## config.mk

```make
export PLATFORM = sky130hd
export DESIGN_NAME = zap_sync_fifo_fwft
export DESIGN_NICKNAME = d
export VERILOG_FILES = /design/src/rtl/zap_fifo_pkg.sv /design/src/rtl/zap_ram_simple_nopipe.sv /design/src/rtl/zap_sync_fifo_fwft.sv
export SDC_FILE = /design/constraint.sdc
export NUM_CORES = 1
export LEC_CHECK = 0
export ABC_CLOCK_PERIOD_IN_PS = 9600
export BUFFER_PORTS_ARGS = -buffer_cell sky130_fd_sc_hd__buf_4
export CORE_UTILIZATION = 60
export CTS_CLUSTER_SIZE = 24
export DETAILED_ROUTE_END_ITERATION = 10
export MAX_ROUTING_LAYER = met4
export PLACE_DENSITY_LB_ADDON = 0.3
export SETUP_SLACK_MARGIN = 0.05
export SLEW_MARGIN = 10
export SYNTH_ARGS = -nofsm -noshare
export SYNTH_HDL_FRONTEND = slang
export SYNTH_HIERARCHICAL = 1
export SYNTH_SLANG_ARGS = --single-unit
```

## constraint.sdc

```tcl
create_clock -name i_clk -period 9.6 [get_ports i_clk]
set_clock_uncertainty 0.2 [all_clocks]
set_input_delay 0.96 -clock i_clk [delete_from_list [all_inputs] [get_ports i_clk]]
set_output_delay 0.96 -clock i_clk [all_outputs]
set_load 0.03 [all_outputs]
```

## src/rtl/zap_fifo_pkg.sv

```systemverilog
// Shared types and helpers for the FWFT FIFO family.
package zap_fifo_pkg;

  // Head register plus one skid register behind the RAM read port.
  localparam int OUT_STAGE_DEPTH = 2;

  // Occupancy of the output stage: 0, 1 or 2.
  typedef logic [1:0] out_occ_t;

  // Count width: enough bits to hold the value DEPTH itself.
  function automatic int fifo_cw(input int depth);
    return $clog2(depth) + 1;
  endfunction

endpackage

```

## src/rtl/zap_ram_simple_nopipe.sv

```systemverilog
// 1R+1W block RAM with a single registered read stage.
// A read and a write to the same address in one cycle return the new data.
module zap_ram_simple_nopipe #(
  parameter  int WIDTH = 32,
  parameter  int DEPTH = 32,
  localparam int AW    = $clog2(DEPTH)
) (
  input  logic             i_clk,
  input  logic             i_wr_en,
  input  logic [AW-1:0]    i_wr_addr,
  input  logic [WIDTH-1:0] i_wr_data,
  input  logic             i_rd_en,
  input  logic [AW-1:0]    i_rd_addr,
  output logic [WIDTH-1:0] o_rd_data
);

  logic [WIDTH-1:0] mem_q [DEPTH];
  logic [WIDTH-1:0] rd_data_q;

  // Write port.
  always_ff @(posedge i_clk) begin
    if (i_wr_en) mem_q[i_wr_addr] <= i_wr_data;
  end

  // Registered read port with write-first bypass on address collision.
  always_ff @(posedge i_clk) begin
    if (i_rd_en) begin
      if (i_wr_en && (i_wr_addr == i_rd_addr)) rd_data_q <= i_wr_data;
      else                                     rd_data_q <= mem_q[i_rd_addr];
    end
  end

  assign o_rd_data = rd_data_q;

endmodule

```

## src/rtl/zap_sync_fifo_fwft.sv

```systemverilog
// First-word-fall-through synchronous FIFO on a 1-cycle-read block RAM.
// A 2-entry output stage (head + skid) hides the RAM read latency so that
// one push and one pop per cycle can be sustained.
// Optional macro ZAP_SYNC_FIFO_BYPASS_EN: a push into an empty FIFO goes
// straight to the head register, giving 1-cycle latency instead of 3.
module zap_sync_fifo_fwft
  import zap_fifo_pkg::*;
#(
  parameter  int WIDTH = 32,
  parameter  int DEPTH = 32,
  localparam int CW    = fifo_cw(DEPTH)
) (
  input  logic             i_clk,
  input  logic             i_reset_n,
  input  logic             i_clear,
  input  logic             i_wr_en,
  input  logic [WIDTH-1:0] i_wr_data,
  output logic             o_full,
  input  logic             i_rd_en,
  output logic [WIDTH-1:0] o_rd_data,
  output logic             o_rd_valid,
  output logic [CW-1:0]    o_count
);

  logic [CW-1:0]    wptr_q, wptr_d;
  logic [CW-1:0]    rptr_q, rptr_d;
  logic             pend_q, pend_d;
  out_occ_t         out_occ_q, out_occ_d;
  logic [WIDTH-1:0] head_q, head_d;
  logic [WIDTH-1:0] skid_q, skid_d;

  logic [CW-1:0]    mem_cnt;
  logic [CW-1:0]    count;
  logic [2:0]       stage_load;
  logic             push, pop, bypass, ram_we, issue;
  logic [WIDTH-1:0] ram_rd_data;

  // Occupancy is tracked by counting, never by comparing pointers.
  assign mem_cnt    = wptr_q - rptr_q;
  assign count      = mem_cnt + CW'(pend_q) + CW'(out_occ_q);
  assign o_count    = count;
  assign o_full     = (count == CW'(DEPTH));
  assign o_rd_valid = (out_occ_q != '0);
  assign o_rd_data  = head_q;

  assign push = i_wr_en & ~o_full;
  assign pop  = i_rd_en & o_rd_valid;

`ifdef ZAP_SYNC_FIFO_BYPASS_EN
  assign bypass = push & (count == '0) & ~i_clear;
`else
  assign bypass = 1'b0;
`endif

  assign ram_we = push & ~bypass & ~i_clear;

  // Entries the output stage will hold once the in-flight read lands and
  // this cycle's pop leaves; only read when there is room for the result.
  assign stage_load = {1'b0, out_occ_q} + {2'b00, pend_q} - {2'b00, pop};
  assign issue      = (mem_cnt != '0) && (stage_load < 3'(OUT_STAGE_DEPTH)) && ~i_clear;

  zap_ram_simple_nopipe #(
    .WIDTH (WIDTH),
    .DEPTH (DEPTH)
  ) u_ram (
    .i_clk     (i_clk),
    .i_wr_en   (ram_we),
    .i_wr_addr (wptr_q[CW-2:0]),
    .i_wr_data (i_wr_data),
    .i_rd_en   (issue),
    .i_rd_addr (rptr_q[CW-2:0]),
    .o_rd_data (ram_rd_data)
  );

  // Pointer and read-pending next state; clear wins over everything.
  always_comb begin
    wptr_d = wptr_q;
    rptr_d = rptr_q;
    pend_d = issue;
    if (ram_we) wptr_d = wptr_q + CW'(1);
    if (issue)  rptr_d = rptr_q + CW'(1);
    if (i_clear) begin
      wptr_d = '0;
      rptr_d = '0;
      pend_d = 1'b0;
    end
  end

  // Output stage: pop shifts skid to head, RAM return fills the first free slot.
  always_comb begin
    head_d    = head_q;
    skid_d    = skid_q;
    out_occ_d = out_occ_q;
    if (i_clear) begin
      out_occ_d = '0;
    end else begin
      if (pop) begin
        head_d    = skid_q;
        out_occ_d = out_occ_q - 2'd1;
      end
      if (pend_q) begin
        if (out_occ_d == '0) head_d = ram_rd_data;
        else                 skid_d = ram_rd_data;
        out_occ_d = out_occ_d + 2'd1;
      end
      if (bypass) begin
        head_d    = i_wr_data;
        out_occ_d = 2'd1;
      end
    end
  end

  // State registers with asynchronous active-low reset.
  always_ff @(posedge i_clk or negedge i_reset_n) begin
    if (!i_reset_n) begin
      wptr_q    <= '0;
      rptr_q    <= '0;
      pend_q    <= 1'b0;
      out_occ_q <= '0;
      head_q    <= '0;
      skid_q    <= '0;
    end else begin
      wptr_q    <= wptr_d;
      rptr_q    <= rptr_d;
      pend_q    <= pend_d;
      out_occ_q <= out_occ_d;
      head_q    <= head_d;
      skid_q    <= skid_d;
    end
  end

endmodule
```

After elaboration in Yosys (flattened, before gate mapping) --
Memory sizes are Yosys's and may differ from the RTL's. A register that Yosys moved wholly into a read port is not among the register bits. Index checks and enable logic that the tools add are counted. Widths: inputs -> output; s select.
Operators by class: mux-type cells 14, bitwise operators 6, order comparisons 1, eq/ne operators 1, reduce and logical (&&, ||, !) cells 8, $add $sub $neg 9
Operator list (number):
- $mux 32 | 3
- $mux 6 | 4
- $add 6x1->6 const B | 2
- $mux 2 | 4
- $add 6x1->6 | 1
- $add 6x2->6 | 1
- $eq 6x6->1 const B | 1
- $reduce_bool 2->1 | 3
- $reduce_bool 6->1 | 1
- $sub 6x6->6 | 1
- $add 2x1->3 | 1
- $and 1x1->1 | 3
- $lt 3x2->1 const B | 1
- $mux 1 | 3
- $not 1->1 | 3
- $reduce_and 3->1 | 1
- $sub 3x1->3 | 1
- $add 2x1->2 const B | 1
- $logic_and 1x1->1 | 2
- $logic_not 2->1 | 1
- $sub 2x1->2 const B | 1
Word-level totals: memories kept 1, logic and storage cells 46, bits in writable memories 1024, output and inout port bits 40, bits in registers 79, bits of input ports 37
Memories:
- u_ram.mem_q | words 32, bits a word 32, rd ports 1, clocked after Yosys merged registers in 1, wr ports 1, RTL line zap_ram_simple_nopipe.sv:17 | logic [WIDTH-1:0] mem_q [DEPTH];

Depth between registers and ports, before layout --
Gate-level depths: netlist (run 1).
depth after elaboration 9, mapped depth 17, depth with buffers taken out 15

Modules after synthesis --
Netlist (run 1), hierarchy kept.
By module, submodules not included:
- zap_ram_simple_nopipe | sequential area each 31710.4 sq um, times used 1, area an instance 41317.1 sq um, cells each 2181
- zap_sync_fifo_fwft | sequential area each 1976.9 sq um, times used 1, area an instance 3829.9 sq um, cells each 343

Least setup slack after synthesis (run 1) --
No wires, ideal clock.
path type reg2reg, start point register wptr_q[0], end point memory u_ram.mem_q[28][0], enable pin, clock period less this slack 5.497 ns, setup slack 4.103 ns, buffers on the path 1, setup time 0.421 ns, cell stages (with the launch flop) 15, arrival 4.876 ns, data required time 8.979 ns, path through dfrtp_1 inv_1 ha_1 inv_1 fa_1 fa_1 xor2_2 nor4b_1 and4_1 a21oi_4 o21ai_4 nor2_1 or3b_2 clkbuf_1 nor2_1
On the way: cells in the longest elaborated chain, start to end 9
RTL lines:
- from (decl) | RTL line zap_sync_fifo_fwft.sv:25 | logic [CW-1:0] wptr_q, wptr_d;
- from (signal assigned) | RTL line zap_sync_fifo_fwft.sv:123 | wptr_q <= wptr_d;
- $sub 6x6->6 | RTL line zap_sync_fifo_fwft.sv:39 | assign mem_cnt = wptr_q - rptr_q;
- $add 6x1->6 | RTL line zap_sync_fifo_fwft.sv:40 | assign count = mem_cnt + CW'(pend_q) + CW'(out_occ_q);
- $add 6x2->6 | RTL line zap_sync_fifo_fwft.sv:40
- net o_count[2] | RTL line zap_sync_fifo_fwft.sv:22 | output logic [CW-1:0] o_count
- $eq 6x6->1 | RTL line zap_sync_fifo_fwft.sv:42 | assign o_full = (count == CW'(DEPTH));
- $not 1->1 | RTL line zap_sync_fifo_fwft.sv:46 | assign push = i_wr_en & ~o_full;
- $and 1x1->1 | RTL line zap_sync_fifo_fwft.sv:46
- $and 1x1->1 | RTL line zap_sync_fifo_fwft.sv:55 | assign ram_we = push & ~bypass & ~i_clear;
- net ram_we | RTL line zap_sync_fifo_fwft.sv:35 | logic push, pop, bypass, ram_we, issue;
- $mux 1 | RTL line zap_ram_simple_nopipe.sv:22 | if (i_wr_en) mem_q[i_wr_addr] <= i_wr_data;
- $mux 1 (not written as such) | RTL line zap_ram_simple_nopipe.sv:22
- to (decl) | RTL line zap_ram_simple_nopipe.sv:17
The timed path passes the listed nets, and every way through them passes these cells.

Worst setup path after layout (run 1) --
start point register rptr_q[0], end point memory u_ram.mem_q[29][5], enable pin
On the way: cells in the longest elaborated chain, start to end 9
RTL lines:
- from (decl) | RTL line zap_sync_fifo_fwft.sv:26 | logic [CW-1:0] rptr_q, rptr_d;
- from (signal assigned) | RTL line zap_sync_fifo_fwft.sv:124 | rptr_q <= rptr_d;
- $sub 6x6->6 | RTL line zap_sync_fifo_fwft.sv:39
- $add 6x1->6 | RTL line zap_sync_fifo_fwft.sv:40
- $add 6x2->6 | RTL line zap_sync_fifo_fwft.sv:40
- $eq 6x6->1 | RTL line zap_sync_fifo_fwft.sv:42
- $not 1->1 | RTL line zap_sync_fifo_fwft.sv:46
- $and 1x1->1 | RTL line zap_sync_fifo_fwft.sv:46
- $and 1x1->1 | RTL line zap_sync_fifo_fwft.sv:55
- net ram_we | RTL line zap_sync_fifo_fwft.sv:35
- $mux 1 | RTL line zap_ram_simple_nopipe.sv:22
- $mux 1 (not written as such) | RTL line zap_ram_simple_nopipe.sv:22
The timed path passes the listed nets, and every way through them passes these cells.

==> out/metrics.cfg, run 1 <==
[detailed_routing]
post_drt_wl_per_cell_um = 27.4
drc = 0
vias_per_cell = 6.52
wirelength_um = 100000
first_iter_violations = 2347
drt-pass1-iter-count = 5
drtAntennaViolNets = 0
vias = 23800

[min_path]
hold_class = in2async

[clock_network]
clock_latency_ns = 0.68
post_cts_buffers = 0
post_cts_resized = 0
cts.clk_slew.worst_paths_ns = 0.06
holdBufCountCts = 0
cts_tree = yes
cts_max_level = 3
max-clock-path-buffers = 3
cts-buffers-inserted = 111
cts_sinks = 1135
root_buffer = clkbuf_16

[synthesis]
synth_top_cell_by_area = edfxtp_1
syn_area_sq_um = 45100
syn_area_per_cell_sq_um = 17.9
synth_top_area_share_pct = 70.2
synthCells = 2524
yosys.cell_types.count = 53
syn-num-nets = 2577
synth_area_leaders = edfxtp_1, mux2i_1, dfrtp_1
async_flop_share_pct = 6.96
synth_edf_count = 1056
ys.warnings.count = 6
ys.flop_type = edfxtp_1
yosysSeqAreaShare_pct = 74.6
ys_ff_latch = 1135

[power]
p_sw_mw = 3.67
p_leak_nw = 16.5
p_seq_share_pct = 45.6
cellInternalPower_mw = 9.43
p_comb_share_pct = 21.8
p_total_mw = 13.1
vdd_drop_max_mv = 0.201
p_clk_share_pct = 32.6
p_sw_share_pct = 28.0
cellPowerDensity_nw_per_um2 = 261

[cells_and_area]
layout-drive-gt1-share_pct = 14.8
multi_input_area_sq_um = 10800
fill_cells = 4701
finalCoreUtilization_pct = 67.5
nets = 2646
regArea_sq_um = 33700
area_delta_synth_final_pct = 11.3
stdcell_area_sq_um = 50300

[sta]
tightest_slew_ns = 1.32
max_slew_margin_pct = 11.7
maxSlewViolCount = 0
max_freq_mhz = 157
setup_violations = 0
rsz0062_at_grt = false
hold_violations = 0
setup_tns_ns = 0
min_period_ns = 6.35
setup_ws_ns = 3.25
period_share_pct = 66.1

[run]
maxCapViolCount = 0

[setup_path]
crit_path_top_delay_cell = nor2_4
worst-r2r-setup-slack_ns = 3.25
critical_path.startpoint = rptr_q[0]$_DFFE_PN0P_
crit_type = reg2reg
worstSetupEndpointType = flop
critPathMaxFanout = 53
required_ns = 9.67
reg2reg_depth = 13
worstReg2RegStart = rptr_q[0]$_DFFE_PN0P_
worstSetupStartpointType = flop
cp_data_arrival_time_ns = 6.42
slowest_delay_ns = 1.24
crit_path_frequent_cell = ha_1
cp_cell_sequence = ha_1, inv_1, fa_1, ha_1, a21o_1, and2_1, nor4b_1, and4_1, a21oi_4, o21ai_4, nor2_1, nand3b_1, nor2_4

[floorplan]
rows = 100
start_util_pct = 60.6
core_region_area_sq_um = 74400
ios = 77
fp.dieArea_sq_um = 76300
die_h_um = 276
die_w_um = 276

[placement]
port_buffers = 76
dpl.hpwl_um = 54900
gp_congestion = 0.862
dpl_worst_slack_ns = 3.36
post_dp_cell_area_sq_um = 46600

[grt]
antenna_found_initial = 3
grt_pass1_wl_um = 149000
grt.total_usage_pct = 27.0
grt_pass1_vias = 23500
grt_max_degree = 129
grt-ovfl-total = 0

[run_status]
status = completed

[cells in the mapped netlist, types with 14 or more instances]
cell type and count:
a21oi_1 71, dfrtp_1 79, a22o_1 64, nor2_1 50
o41ai_2 32, o22ai_1 32, edfxtp_1 1056, nand2_1 73
mux2i_1 514, buf_6 29, o21ai_0 36, clkbuf_1 77
mux2_2 32, buf_4 15, a22oi_1 160, a221oi_1 54
inv_1 14
[cell usage in the layout, fill, tap and decap left out, types with 5 or more instances in the layout]
cell,n
a21oi_1,71
clkinv_1,21
buf_4,104
xor2_1,8
buf_12,6
o22ai_1,32
nor2_4,33
o21ai_0,36
nand2_1,73
bufinv_16,13
nand3_1,5
clkinv_2,14
mux2i_1,514
a22oi_1,160
edfxtp_1,1056
clkbuf_1,33
o41ai_2,32
a22o_1,64
xnor2_1,7
inv_1,14
dfrtp_1,78
mux2_2,32
nand3b_1,6
nor2_1,16
clkbuf_16,112
ha_1,12
a221oi_1,54
a221oi_2,10
[registers in the layout (all words and copies together) (netlist names)]
signal,cells
skid_q,32
o_rd_data,32
rptr_q,6
out_occ_q,2
u_ram/o_rd_data,32
wptr_q,6
u_ram/mem_q,1024
pend_q,1
[layout make-up]
type	count	area share (%)
antenna	4	0.0199
sequential	1135	67.0
tap	969	2.41
multi-input combinational	1220	21.4
inverter	14	0.105
clock buffer	146	5.85
clock inverter	58	1.30
timing repair buffer	111	1.85
[worst max-delay path, delay by kind of cell (launching register included)]
| kind | cells | cell delay [ns] |
|---|---|---|
| buf+inv | 1 | 0.06 |
| simple gates | 6 | 3.08 |
| fa+ha+maj | 3 | 1.11 |
| flops | 1 | 1.02 |
| compound gates | 3 | 0.44 |
[final timing paths]
| check | endpoint |
|---|---|
| setup / recovery | u_ram/mem_q[29][5]$_DFFE_PP_ |
| setup reg to reg | u_ram/mem_q[29][5]$_DFFE_PP_ |
| max in group asynchronous | rptr_q[0]$_DFFE_PN0P_ |
| hold / removal | out_occ_q[1]$_DFF_PN0_ |
| min in group i_clk | o_rd_data[28]$_DFFE_PN0N_ |
| hold reg to reg | o_rd_data[28]$_DFFE_PN0N_ |
[routing by layer]
metal  vias up  GRT usage [%]  wire [um]
met5         -              -          0
met4         0           6.98       1740
met3       118           3.74       7900
met2      1070           41.6      48500
met1     12300           38.4      42000
li1      10300              -          -
[metrics by stage]
| stage | std cells | hold slack [ns] |
|---|---|---|
| after global routing | 3656 | 0.307 |
| final | 3657 | 0.233 |
| after global placement | 3448 | 0.266 |
| after detailed placement | 3448 | 0.274 |
| after floorplan | 2524 | 0.282 |
| after CTS | 3652 | 0.270 |
[power by group through the flow]
stage | Clock, mW | Sequential (mW) | Combinational, mW
6_report | 4.27 | 5.97 | 2.85
5_1_grt | 4.52 | 6.00 | 3.03
4_1_cts | 4.33 | 5.97 | 2.85
3_5_place_dp | 0 | 6.07 | 2.84
3_3_place_gp | 0 | 6.07 | 2.78
2_1_floorplan | 0 | 6.06 | 2.10
[logic make-up after synthesis]
logic type      Yosys count  synth area share (%)
compound gates          471                  8.35
buf+inv                 169                  2.19
fa+ha+maj                16                 0.510
flops                  1135                  74.6
xor+xnor                 20                 0.471
mux                     546                  12.2
simple gates            167                  1.67
(Power assumes the default switching activity.)
==> run 2, diff against run 1 <==
--- a/config.mk
+++ b/config.mk
@@ -5,9 +5,9 @@
 export SDC_FILE = /design/constraint.sdc
 export NUM_CORES = 1
 export LEC_CHECK = 0
-export ABC_CLOCK_PERIOD_IN_PS = 9600
+export ABC_CLOCK_PERIOD_IN_PS = 5600
 export BUFFER_PORTS_ARGS = -buffer_cell sky130_fd_sc_hd__buf_4
-export CORE_UTILIZATION = 60
+export CORE_UTILIZATION = 56
 export CTS_CLUSTER_SIZE = 24
 export DETAILED_ROUTE_END_ITERATION = 10
 export MAX_ROUTING_LAYER = met4
==> constraint.sdc (replaced) <==
create_clock -name i_clk -period 5.6 [get_ports i_clk]
set_clock_uncertainty 0.2 [all_clocks]
set_input_delay 0.56 -clock i_clk [delete_from_list [all_inputs] [get_ports i_clk]]
set_output_delay 0.56 -clock i_clk [all_outputs]
set_load 0.03 [all_outputs]
==> run 2 against run 1 <==
  * Critical path depth grew 2
  * Register-to-register slack lost 2.7 ns
  * Setup slack lost 2.7 ns
  * Wire length grew 9.3%
  * Count of clock-buffer cells in the layout shrank 19
  * Design area grew 1.4%
  * Non-clock buffer count grew 50
  * Die area grew 7.1%
  * Sequential power grew 71%
  * Global-route usage grew 0.68 points
  * Largest power group unchanged
==> out/metrics.cfg, run 2 (synthesis gave the netlist of run 1 again) <==
[run_status]
status = completed  ; unchanged

[grt]
grt.total_usage_pct = 27.7  ; was 27.0%
grt_pass1_vias = 24300  ; was 23500
antenna_found_initial = 2  ; was 3
grt_pass1_wl_um = 160000  ; was 149000 um
grt_max_degree = 158  ; was 129
grt-ovfl-total = 0  ; unchanged

[sta]
period_share_pct = 90.1  ; was 66.1%
max_slew_margin_pct = 22.2  ; was 11.7%
holdWs_ns = 0.0815  ; was 0.233 ns
hold_violations = 0  ; unchanged
setup_tns_ns = 0  ; unchanged
max_freq_mhz = 198  ; was 157 MHz
tightest_slew_ns = 1.17  ; was 1.32 ns
rsz0062_at_grt = false  ; unchanged
setup_violations = 0  ; unchanged
min_period_ns = 5.05  ; was 6.35 ns
maxSlewViolCount = 0  ; unchanged

[clock_network]
cts_max_level = 3  ; unchanged
post_cts_buffers = 0  ; unchanged
cts_tree = yes  ; unchanged
root_buffer = clkbuf_16  ; unchanged
max-clock-path-buffers = 3  ; unchanged
cts.clk_slew.worst_paths_ns = 0.06  ; about the same
cts_sinks = 1135  ; unchanged
clock_latency_ns = 0.69  ; was 0.68 ns
cts-buffers-inserted = 111  ; unchanged

[detailed_routing]
drtAntennaViolNets = 0  ; unchanged
vias_per_cell = 6.49  ; was 6.52
first_iter_violations = 2962  ; was 2347
wirelength_um = 109000  ; was 100000 um
drt-pass1-iter-count = 5  ; unchanged
vias = 24600  ; was 23800
maxUsedRoutingLayer = met4  ; unchanged
dr_wl_met2_um = 51900  ; was 48500 um
wl_met3_um = 10400  ; was 7900 um
drc = 0  ; unchanged
m1WireLength_um = 44700  ; was 42000 um
post_drt_wl_per_cell_um = 28.9  ; was 27.4 um

[setup_path]
r2r_end = u_ram/mem_q[0][13]$_DFFE_PP_  ; was u_ram/mem_q[29][5]$_DFFE_PP_
worstSetupStartpointType = flop  ; unchanged
slowest_delay_ns = 0.71  ; was 1.24 ns
crit_path_top_delay_cell = or3b_2  ; was nor2_4
critPathMaxFanout = 23  ; was 53
reg2reg_depth = 15  ; was 13
cp_cell_sequence = inv_1, ha_1, inv_1, fa_1, ha_1, a21o_1, and2_1, nor4b_1, and4_1, a21oi_4, o21ai_4, nor2_1, or3b_2, nor2_4, buf_4  ; was ha_1, inv_1, fa_1, ha_1, a21o_1, and2_1, nor4b_1, and4_1, a21oi_4, o21ai_4, nor2_1, nand3b_1, nor2_4
worstReg2RegStart = wptr_q[0]$_DFFE_PN0P_  ; was rptr_q[0]$_DFFE_PN0P_
worstSetupEndpointType = flop  ; unchanged
crit_type = reg2reg  ; unchanged
required_ns = 5.69  ; was 9.67 ns
cp_data_arrival_time_ns = 5.14  ; was 6.42 ns
worst-r2r-setup-slack_ns = 0.55  ; was 3.25 ns

[floorplan]
die_w_um = 286  ; was 276 um
fp.dieArea_sq_um = 81800  ; was 76300 sq um
core_region_area_sq_um = 79400  ; was 74400 sq um
rows = 103  ; was 100
ios = 77  ; unchanged
die_h_um = 286  ; was 276 um
start_util_pct = 56.9  ; was 60.6%

[cells_and_area]
largest_reg_flops = 1024  ; unchanged
finalCoreUtilization_pct = 64.2  ; was 67.5%
final_cell_mix = edfxtp_1, mux2i_1, a22oi_1  ; unchanged
top_register = u_ram/mem_q  ; unchanged
fill_cells = 5399  ; was 4701
mostFrequentLayoutCell = edfxtp_1  ; unchanged
area_delta_synth_final_pct = 12.8  ; was 11.3%
layout-drive-gt1-share_pct = 16.9  ; was 14.8%
nets = 2696  ; was 2646

[power]
p_sw_share_pct = 28.6  ; was 28.0%
p_comb_share_pct = 22.3  ; was 21.8%
cellPowerDensity_nw_per_um2 = 446  ; was 261 nW/um^2
cellInternalPower_mw = 16.2  ; was 9.43 mW
p_seq_share_pct = 45.0  ; was 45.6%
p_total_mw = 22.7  ; was 13.1 mW
vdd_drop_max_mv = 0.424  ; was 0.201 mV
p_clk_share_pct = 32.8  ; was 32.6%
p_leak_nw = 16.8  ; was 16.5 nW
p_sw_mw = 6.50  ; was 3.67 mW

[min_path]
hold_class = in2reg  ; was in2async
min_from = i_wr_data[1]
hold_depth = 1
hold_end = u_ram/mem_q[11][1]$_DFFE_PP_

[run]
maxCapViolCount = 0  ; unchanged

[placement]
gp_congestion = 0.881  ; was 0.862
port_buffers = 76  ; unchanged
dpl.hpwl_um = 59500  ; was 54900 um

-- run 2: changes by cell type in the layout (fill, tap and decap cells not counted), moves of 2 or more --
| cell | change |
|---|---|
| clkinv_2 | +17 |
| clkbuf_1 | -18 |
| inv_6 | -2 |
| buf_12 | +11 |
| clkinv_16 | +2 |
| clkinv_1 | +5 |
| buf_4 | +39 |
-- run 2: area by class of cell --
cell class                 instances  area (sq um)  area share, %
sequential                      1135         33700           66.1
multi-input combinational       1220         10800           21.1
clock inverter                    81           827           1.62
antenna                            3          7.51         0.0147
clock buffer                     127          2860           5.61
inverter                          14          52.6          0.103
tap                             1050          1310           2.58
timing repair buffer             161          1420           2.80
-- run 2: per-layer routing --
| metal | vias up | global-route usage, % |
|---|---|---|
| met5 | - | - |
| met4 | 0 | 7.41 |
| met3 | 196 | 5.08 |
| met2 | 1308 | 42.7 |
| met1 | 12700 | 38.1 |
| li1 | 10400 | - |
-- run 2: how the worst max path moves through the flow --
stage	startpoint	to	slack, ns	cells past startpoint
3_3_place_gp	wptr_q[0]$_DFFE_PN0P_	u_ram/mem_q[0][8]$_DFFE_PP_	0.61	15
4_1_cts	wptr_q[0]$_DFFE_PN0P_	u_ram/mem_q[21][5]$_DFFE_PP_	0.62	16
2_1_floorplan	wptr_q[0]$_DFFE_PN0P_	u_ram/mem_q[28][0]$_DFFE_PP_	0.10	14
6_report	wptr_q[0]$_DFFE_PN0P_	u_ram/mem_q[0][13]$_DFFE_PP_	0.55	15
3_5_place_dp	wptr_q[0]$_DFFE_PN0P_	u_ram/mem_q[0][8]$_DFFE_PP_	0.65	15
5_1_grt	wptr_q[0]$_DFFE_PN0P_	u_ram/mem_q[21][10]$_DFFE_PP_	0.38	16
-- run 2: critical path, delay by kind of cell, from the launching register on --
kind / cells / cell delay [ns]
buf+inv: 3 / 0.68
fa+ha+maj: 3 / 1.00
flops: 1 / 0.52
compound gates: 3 / 0.44
simple gates: 6 / 1.81
-- run 2: power by group through the flow --
stage               sequential, mW  clock (mW)  combinational, mW
detailed placement            10.4           0               5.02
floorplan                     10.4           0               3.60
CTS                           10.2        7.54               5.04
finish                        10.2        7.44               5.06
global placement              10.4           0               4.92
global route                  10.3        7.87               5.37
-- run 2: through the flow --
| stage | worst slack [ns] | area (sq um) | cells |
|---|---|---|---|
| final | 0.553 | 50900 | 3791 |
| after floorplan | 0.103 | 45100 | 2524 |
| after CTS | 0.615 | 50900 | 3788 |
| after detailed placement | 0.649 | 47200 | 3579 |
| after global placement | 0.608 | 47200 | 3579 |
| after global routing | 0.375 | 50900 | 3790 |
-- run 2: what timing repair did --
| action | in CTS | in global routing |
|---|---|---|
| setup endpoints to repair | 0 | 0 |
| endpoints found under the hold margin | 22 | 0 |
| hold buffers | 1 | 0 |
| resized for setup | 0 | 0 |
